==> src/rtl/aig_tt_sweeper_if.sv <==
// Sweeper <-> requester/function-unit signal bundle.
// exp_tt/match exist only when AIG_TT_SWEEPER_CHECK_EN is defined.
interface aig_tt_sweeper_if;
    logic        start;
    logic        abort;
    logic [3:0]  x;
    logic        y_in;
    logic        busy;
    logic        done;
    logic [15:0] tt_out;
`ifdef AIG_TT_SWEEPER_CHECK_EN
    logic [15:0] exp_tt;
    logic        match;

    modport master (
        input  start, abort, y_in, exp_tt,
        output x, busy, done, tt_out, match
    );
    modport slave (
        output start, abort, y_in, exp_tt,
        input  x, busy, done, tt_out, match
    );
`else
    modport master (
        input  start, abort, y_in,
        output x, busy, done, tt_out
    );
    modport slave (
        output start, abort, y_in,
        input  x, busy, done, tt_out
    );
`endif
endinterface

==> src/rtl/aig_tt_sweeper.sv <==
// Sweeps all 16 vectors into a 4-input function unit, captures a truth table.
// Optional expected-table compare enabled by AIG_TT_SWEEPER_CHECK_EN.
module aig_tt_sweeper #(
    parameter int SETTLE_CYCLES = 1,
    parameter int CNT_W         = 8
) (
    input  logic          clk,
    input  logic          rst_n,
    aig_tt_sweeper_if.master bus
);

    localparam logic [CNT_W-1:0] LAST = CNT_W'(SETTLE_CYCLES - 1);

    // Sampling happens on the final SETTLE edge, so SAMPLE is folded in.
    typedef enum logic {IDLE, SETTLE} state_t;

    state_t      state, state_n;
    logic [3:0]  x_q, x_n;
    logic [3:0]  idx, idx_n;
    logic [CNT_W-1:0] cnt, cnt_n;
    logic [15:0] shadow, shadow_n;
    logic [15:0] tt_q, tt_n;
    logic        done_q, done_n;
`ifdef AIG_TT_SWEEPER_CHECK_EN
    logic [15:0] exp_q, exp_n;
    logic        match_q, match_n;
`endif

    always_ff @(posedge clk or negedge rst_n) begin
        if (!rst_n) begin
            state  <= IDLE;
            x_q    <= '0;
            idx    <= '0;
            cnt    <= '0;
            shadow <= '0;
            tt_q   <= '0;
            done_q <= 1'b0;
`ifdef AIG_TT_SWEEPER_CHECK_EN
            exp_q   <= '0;
            match_q <= 1'b0;
`endif
        end else begin
            state  <= state_n;
            x_q    <= x_n;
            idx    <= idx_n;
            cnt    <= cnt_n;
            shadow <= shadow_n;
            tt_q   <= tt_n;
            done_q <= done_n;
`ifdef AIG_TT_SWEEPER_CHECK_EN
            exp_q   <= exp_n;
            match_q <= match_n;
`endif
        end
    end

    always_comb begin
        state_n  = state;
        x_n      = x_q;
        idx_n    = idx;
        cnt_n    = cnt;
        shadow_n = shadow;
        tt_n     = tt_q;
        done_n   = 1'b0;
`ifdef AIG_TT_SWEEPER_CHECK_EN
        exp_n   = exp_q;
        match_n = match_q;
`endif
        unique case (state)
            IDLE: begin
                if (bus.start && !bus.abort) begin
                    state_n  = SETTLE;
                    x_n      = '0;
                    idx_n    = '0;
                    cnt_n    = '0;
                    shadow_n = '0;
`ifdef AIG_TT_SWEEPER_CHECK_EN
                    exp_n = bus.exp_tt;
`endif
                end
            end
            SETTLE: begin
                if (bus.abort) begin
                    state_n = IDLE;
                    x_n     = '0;
                end else if (cnt == LAST) begin
                    shadow_n[idx] = bus.y_in;
                    if (idx == 4'hF) begin
                        state_n = IDLE;
                        tt_n    = shadow_n;
                        done_n  = 1'b1;
`ifdef AIG_TT_SWEEPER_CHECK_EN
                        match_n = (shadow_n == exp_q);
`endif
                    end else begin
                        idx_n = idx + 4'd1;
                        x_n   = idx + 4'd1;
                        cnt_n = '0;
                    end
                end else begin
                    cnt_n = cnt + 1'b1;
                end
            end
            default: state_n = IDLE;
        endcase
    end

    assign bus.x      = x_q;
    assign bus.busy   = (state == SETTLE);
    assign bus.done   = done_q;
    assign bus.tt_out = tt_q;
`ifdef AIG_TT_SWEEPER_CHECK_EN
    assign bus.match  = match_q;
`endif

endmodule

==> src/flat_wrapper.sv <==
// flat-port wrapper written by rule: the top's interface ports become plain ports
module aig_tt_sweeper_flat 
#(
    parameter int SETTLE_CYCLES = 1,
    parameter int CNT_W         = 8
)
  (clk, rst_n, bus_start, bus_abort, bus_y_in, bus_x, bus_busy, bus_done, bus_tt_out);
  aig_tt_sweeper_if bus_i ();
  input  logic clk;
  input  logic rst_n;
  input wire logic [$bits(bus_i.start)-1:0] bus_start;
  input wire logic [$bits(bus_i.abort)-1:0] bus_abort;
  input wire logic [$bits(bus_i.y_in)-1:0] bus_y_in;
  output wire logic [$bits(bus_i.x)-1:0] bus_x;
  output wire logic [$bits(bus_i.busy)-1:0] bus_busy;
  output wire logic [$bits(bus_i.done)-1:0] bus_done;
  output wire logic [$bits(bus_i.tt_out)-1:0] bus_tt_out;
  assign bus_i.start = bus_start;
  assign bus_i.abort = bus_abort;
  assign bus_i.y_in = bus_y_in;
  assign bus_x = bus_i.x;
  assign bus_busy = bus_i.busy;
  assign bus_done = bus_i.done;
  assign bus_tt_out = bus_i.tt_out;
  aig_tt_sweeper #(.SETTLE_CYCLES(SETTLE_CYCLES), .CNT_W(CNT_W)) u_core (.clk(clk), .rst_n(rst_n), .bus(bus_i));
endmodule
==> config.mk <==
export PLATFORM = sky130hd
export DESIGN_NAME = aig_tt_sweeper_flat
export DESIGN_NICKNAME = d
export VERILOG_FILES = /design/src/rtl/aig_tt_sweeper_if.sv /design/src/rtl/aig_tt_sweeper.sv /design/src/flat_wrapper.sv
export SDC_FILE = /design/constraint.sdc
export NUM_CORES = 1
export LEC_CHECK = 0
export CORE_ASPECT_RATIO = 0.8
export CORE_MARGIN = 5
export CORE_UTILIZATION = 30
export DETAILED_ROUTE_END_ITERATION = 12
export PLACE_DENSITY = 0.55
export SKIP_LAST_GASP = 1
export SYNTH_ARGS = -nofsm -noshare
export SYNTH_HDL_FRONTEND = slang
export SYNTH_SLANG_ARGS = --single-unit
==> constraint.sdc <==
create_clock -name clk -period 3 [get_ports clk]
set_input_delay 0.3 -clock clk [delete_from_list [all_inputs] [get_ports clk]]
set_output_delay 0.3 -clock clk [all_outputs]
set_load 0.005 [all_outputs]
After elaboration in Yosys (flattened, before gate mapping) --
Cells that the tools add are included.
Word-level totals: word-level logic and storage cells 58, bits of input ports 5, register bits 50
Cells by class: equality and inequality tests 8, bitwise operators 2, $add $sub $neg 2, muxes and demuxes 28, reductions and logical operators 9, $lt $le $gt $ge 2
Operators with widths (count):
- 16-bit 2-to-1 mux | 3
- 8-bit 2-to-1 mux | 4
- 16-bit case mux with 2 select lines | 1
- 4-bit 2-to-1 mux | 5
- 16-bit bitwise mux | 1
- 4-bit case mux with 2 select lines | 2
- 8-bit case mux with 2 select lines | 1
- 1-bit 2-to-1 mux | 9
- 3-bit inequality test (second input constant) | 3
- 3-bit AND reduction | 3
- 8-bit by 1-bit adder with 8-bit output (second input constant) | 1
- 8-bit logical NOT | 1
- 4-bit AND reduction | 2
- 2-bit inequality test (second input constant) | 3
- 4-bit by 5-bit < comparator with 1-bit output (second input constant) | 1
- 4-bit by 1-bit adder with 4-bit output (second input constant) | 1
- 1-bit demux with 4-bit select | 1
- 4-bit equality test (second input constant) | 1
- 4-bit by 1-bit >= comparator with 1-bit output (second input constant) | 1
- 1-bit logical AND | 2
- 2-bit by 1-bit inequality test with 1-bit output (second input constant) | 1
- 1-bit NOT | 2
- 1-bit case mux with 2 select lines | 1
- 1-bit logical NOT | 1

Depth between registers and ports, before layout --
word-level depth 8, depth in mapped cells 8, mapped depth without buffers 6

Least setup slack after synthesis --
No wires, ideal clock.
path kind register to register, start reg u_core.cnt[0], end reg u_core.shadow[10], arrival 2129 ps, path slack 751 ps, cell stages (with the launch flop) 9, path buffers 2, period minus slack after synthesis 2249 ps, library setup time 120 ps, cells stage by stage dfrtp_1 -> inv_1 -> ha_1 -> or4b_4 -> or3_1 -> buf_2 -> buf_6 -> o211a_1 -> a41o_1
Between the ends: word-level cells in the longest chain between the ends 3
RTL lines:
- from (decl) | RTL line aig_tt_sweeper.sv:20 | logic [CNT_W-1:0] cnt, cnt_n;
- from (signal assigned) | RTL line aig_tt_sweeper.sv:46 | cnt <= cnt_n;
- 8-bit logical NOT | RTL line aig_tt_sweeper.sv:86 | end else if (cnt == LAST) begin
- 2-bit inequality test (no source line)
- 3-bit AND reduction (no source line)
- to (signal assigned) | RTL line aig_tt_sweeper.sv:47 | shadow <= shadow_n;
- to (decl) | RTL line aig_tt_sweeper.sv:21 | logic [15:0] shadow, shadow_n;
No other way between the ends. A chain may end at the register's enable or synchronous reset.

Worst setup path in the final report --
start reg u_core.cnt[0], end reg u_core.idx[1]
Between the ends: word-level cells in the longest chain between the ends 3
RTL lines:
- 8-bit logical NOT | RTL line aig_tt_sweeper.sv:86
- 2-bit inequality test (no source line)
- 4-bit AND reduction (no source line)
- to (signal assigned) | RTL line aig_tt_sweeper.sv:45 | idx <= idx_n;
- to (decl) | RTL line aig_tt_sweeper.sv:19 | logic [3:0] idx, idx_n;
No other way between the ends.

==> metrics.txt <==
# TYPE chip_impl_metric gauge
chip_impl_metric{name="wire_length_of_the_first_global_routing_pass",unit="mm"} 9.44
chip_impl_metric{name="synthesis.yosys.warnings",unit=""} 0
chip_impl_metric{name="post_synth.cell_area_avg",unit="um^2"} 10.5
chip_impl_metric{name="cts_max_level",unit=""} 2
chip_impl_info{name="clockRootBuffer",value="sky130_fd_sc_hd__clkbuf_8"} 1
chip_impl_metric{name="die_height",unit="um"} 91.3
chip_impl_metric{name="overflow",unit=""} 0
chip_impl_metric{name="report.final.setup_viol",unit=""} 0
chip_impl_metric{name="layout_min_cycle_time",unit="ps"} 2550
chip_impl_metric{name="route.met2.wl",unit="mm"} 2.19
chip_impl_metric{name="core",unit="mm^2"} 0.00798
chip_impl_metric{name="setup_slack",unit="ps"} 453
chip_impl_metric{name="num-nets-final",unit=""} 263
chip_impl_metric{name="drtAntennaViolNets",unit=""} 0
chip_impl_metric{name="reg2reg_slack",unit="ps"} 450
chip_impl_metric{name="first_iter_violations",unit=""} 122
chip_impl_info{name="cts_tree",value="built"} 1
chip_impl_metric{name="place_hpwl",unit="mm"} 3.61
chip_impl_metric{name="ys_seq_elements",unit=""} 49
chip_impl_info{name="most_common_cell_after_layout_fill_and_taps_aside",value="sky130_fd_sc_hd__dfrtp_1"} 1
chip_impl_metric{name="synthArstFlopShare",unit="%"} 100
chip_impl_metric{name="timing.max_cap.violations",unit=""} 0
chip_impl_info{name="setup.worst_path.class",value="reg2reg"} 1
chip_impl_metric{name="synth.lib_cells_used.distinct",unit=""} 45
chip_impl_info{name="synthFlopType",value="sky130_fd_sc_hd__dfrtp_1"} 1
chip_impl_metric{name="grt_max_degree",unit=""} 32
chip_impl_metric{name="syn_nets",unit=""} 248
chip_impl_metric{name="grtUsageTotal",unit="%"} 11.1
chip_impl_metric{name="total_number_of_vias",unit=""} 1837
chip_impl_metric{name="max-clock-path-buffers",unit=""} 2
chip_impl_info{name="most-common-layout-cells",value="49 x sky130_fd_sc_hd__dfrtp_1, 25 x sky130_fd_sc_hd__clkdlybuf4s50_1, 22 x sky130_fd_sc_hd__nand2_1, 20 x sky130_fd_sc_hd__nor2_1"} 1
chip_impl_info{name="crit-reg2reg-launch",value="u_core.cnt[0]"} 1
chip_impl_metric{name="drt_wl_total",unit="mm"} 5.40
chip_impl_metric{name="cp_data_required_time",unit="ps"} 3160
chip_impl_metric{name="cp.buffers_inverters",unit=""} 1
chip_impl_metric{name="max_freq",unit="MHz"} 393
chip_impl_info{name="crit_path_top_delay_cell",value="sky130_fd_sc_hd__or3_1"} 1
chip_impl_metric{name="critical_path.max_fanout",unit=""} 7
chip_impl_metric{name="detail_route.vias_per_cell",unit=""} 5.09
chip_impl_info{name="worstHoldPathType",value="in2async"} 1
chip_impl_metric{name="initial_core_util",unit="%"} 31.1
chip_impl_info{name="run_status",value="completed"} 1
chip_impl_metric{name="wl_per_cell",unit="um"} 15.0
chip_impl_metric{name="fin_cells",unit=""} 361
chip_impl_info{name="highest-signal-layer",value="met4"} 1
chip_impl_metric{name="cp.arrival",unit="ps"} 2700
chip_impl_metric{name="postcts_setup_bufs",unit=""} 0
chip_impl_metric{name="hold_violations",unit=""} 0
chip_impl_metric{name="post-route-drc-count",unit=""} 0
chip_impl_metric{name="firstDrtPassIters",unit=""} 4
chip_impl_metric{name="chipWidth",unit="um"} 112
chip_impl_metric{name="peakVddDrop",unit="uV"} 221
chip_impl_metric{name="powerDensity",unit="mW/mm^2"} 537
chip_impl_info{name="timing.critical_path.cells",value="inv_1, ha_1, or4b_4, or3_1, o21ai_1, o22ai_1"} 1
chip_impl_metric{name="maximum_clock_skew_at_final_layout",unit="ps"} 9.32
chip_impl_info{name="cp-end-kind",value="flop"} 1
chip_impl_metric{name="postCtsHoldBufs",unit=""} 0
chip_impl_metric{name="leakagePower",unit="uW"} 0.00155
chip_impl_metric{name="post_cts_resize_count",unit=""} 0
chip_impl_metric{name="min_period_over_period",unit="%"} 84.9
chip_impl_metric{name="design.die.area",unit="mm^2"} 0.0102
chip_impl_metric{name="total_clock_buffers_created_by_cts",unit=""} 5
chip_impl_metric{name="first_global_vias",unit=""} 1775
chip_impl_metric{name="postSynthCellCount",unit=""} 237
chip_impl_metric{name="tightest_slew",unit="ps"} 965
chip_impl_metric{name="antenna_found_initial",unit=""} 0
chip_impl_metric{name="max_slew_headroom",unit="%"} 35.5
chip_impl_metric{name="cts.clk_slew.worst_paths",unit="ps"} 90
chip_impl_metric{name="setup_total_negative_slack",unit="ps"} 0
chip_impl_metric{name="place.detailed.instances",unit=""} 353
chip_impl_metric{name="area_growth_syn_to_layout",unit="%"} 17.6
chip_impl_metric{name="dp_slack",unit="ps"} 462
chip_impl_info{name="critPathLaunchType",value="flop"} 1
chip_impl_metric{name="cts.sink_count",unit=""} 49
chip_impl_info{name="cpLargestDelayFamily",value="simple AND/OR/NAND/NOR gates"} 1
chip_impl_metric{name="slew_viol_final",unit=""} 0
chip_impl_metric{name="io_buffer_count",unit=""} 26
chip_impl_metric{name="synth_seq_area_share",unit="%"} 49.5
chip_impl_metric{name="synth.cell_area",unit="mm^2"} 0.00248
chip_impl_metric{name="clock_insertion_delay_worst_skew",unit="ps"} 300
chip_impl_info{name="rsz0062_at_grt",value="no"} 1
chip_impl_metric{name="floorplan.io_pins",unit=""} 27
chip_impl_metric{name="largest_stage_delay_on_the_critical_path",unit="ps"} 520
chip_impl_metric{name="detailroute.wirelength.met3",unit="um"} 189
chip_impl_metric{name="num_antenna_cells",unit=""} 0
chip_impl_metric{name="globalplace.congestion",unit=""} 0.812
chip_impl_metric{name="reg2reg_depth",unit=""} 6
chip_impl_info{name="r2r_end",value="u_core.idx[1]"} 1
chip_impl_metric{name="wl_met1",unit="mm"} 2.97
chip_impl_metric{name="fillerInstances",unit=""} 832
chip_impl_metric{name="num_rows",unit=""} 29
chip_impl_metric{name="synth_enable_flop_cells",unit=""} 0
chip_impl_metric{name="layout-drive-gt1-share",unit="%"} 9.09
[Yosys cell counts (2+ instances only)]
library cell	n	share of area, %
sky130_fd_sc_hd__and3_1	3	0.76
sky130_fd_sc_hd__a211oi_1	2	0.61
sky130_fd_sc_hd__inv_1	6	0.91
sky130_fd_sc_hd__nor4_1	2	0.50
sky130_fd_sc_hd__mux2_2	4	1.8
sky130_fd_sc_hd__nand4_1	4	1.0
sky130_fd_sc_hd__mux2i_1	13	5.2
sky130_fd_sc_hd__clkbuf_1	15	2.3
sky130_fd_sc_hd__a21o_1	2	0.61
sky130_fd_sc_hd__ha_1	6	3.0
sky130_fd_sc_hd__nand2_1	22	3.3
sky130_fd_sc_hd__a21oi_1	14	2.8
sky130_fd_sc_hd__nor3_1	4	0.81
sky130_fd_sc_hd__nor2b_1	2	0.50
sky130_fd_sc_hd__clkbuf_2	2	0.40
sky130_fd_sc_hd__o22ai_1	2	0.50
sky130_fd_sc_hd__a31oi_1	3	0.76
sky130_fd_sc_hd__nor2_1	20	3.0
sky130_fd_sc_hd__buf_2	4	0.81
sky130_fd_sc_hd__or3_1	2	0.50
sky130_fd_sc_hd__xor2_1	6	2.1
sky130_fd_sc_hd__nand3_1	4	0.81
sky130_fd_sc_hd__o211a_1	12	4.8
sky130_fd_sc_hd__a41o_1	14	5.7
sky130_fd_sc_hd__dfrtp_1	49	49
[routing by layer]
| metal | up-vias | GRT usage, % |
|---|---|---|
| li1 | 894 | - |
| met1 | 898 | 17.3 |
| met2 | 41 | 15.4 |
| met3 | 4 | 2.26 |
| met4 | 0 | 3.14 |
| met5 | - | 0 |
[sequential cells by signal, summed over array words and instances (netlist names)]
signal,flops
u_core.bus.tt_out,16
u_core.shadow,15
u_core.cnt,8
u_core.bus.x,4
u_core.idx,4
u_core.bus.busy,1
u_core.bus.done,1
[cell type report]
cell class | instances | area [um^2] | share of cell area [%]
inverters | 6 | 22.5 | 0.773
clock buffers | 7 | 96.3 | 3.31
well taps | 108 | 135 | 4.64
flip-flops and latches | 49 | 1230 | 42.1
multi-input cells | 160 | 1140 | 39.2
repair buffers | 30 | 285 | 9.79
clock inverters | 1 | 5.00 | 0.172
[worst max path at each step]
stage,slack (ps),startpoint,to,cells past startpoint
2_1_floorplan,750,u_core.cnt[0],u_core.shadow[10],8
3_3_place_gp,510,u_core.cnt[0],u_core.idx[1],6
3_5_place_dp,460,u_core.cnt[0],u_core.idx[1],6
4_1_cts,430,u_core.cnt[0],u_core.idx[1],6
5_1_grt,280,u_core.cnt[0],u_core.idx[1],6
6_report,450,u_core.cnt[0],u_core.idx[1],6
[logic make-up (layout without fill, tap and decap cells)]
kind of cell | Yosys count | count (layout) | share of synthesized area (%)
XOR/XNOR | 7 | 7 | 2.47
multiplexers | 17 | 17 | 7.07
flip-flops | 49 | 49 | 49.5
adder cells (fa/ha/maj) | 6 | 6 | 3.03
buffers and inverters | 28 | 44 | 4.85
AND/OR/NAND/NOR | 69 | 69 | 13.4
AO/OA/AOI/OAI | 61 | 61 | 19.7
[per-stage QoR]
stage | hold slack [ps] | instance area [um^2] | power [uW] | utilization [%]
floorplan | 4.41 | 2480 | 1030 | -
global placement | 406 | 2810 | 1150 | 35.2
detailed placement | 407 | 2810 | 1150 | 35.2
CTS | 77.6 | 2910 | 1590 | 36.5
global route | 101 | 2910 | 1660 | 36.5
finish | 46.2 | 2910 | 1560 | 36.5
[power by group]
group	total, uW	switching [uW]	internal [uW]	leakage, uW
clock network	430	221	209	0.0000542
logic	374	224	151	0.000821
registers	760	53.0	707	0.000678
No activity file was read; power rests on OpenSTA's default activity.
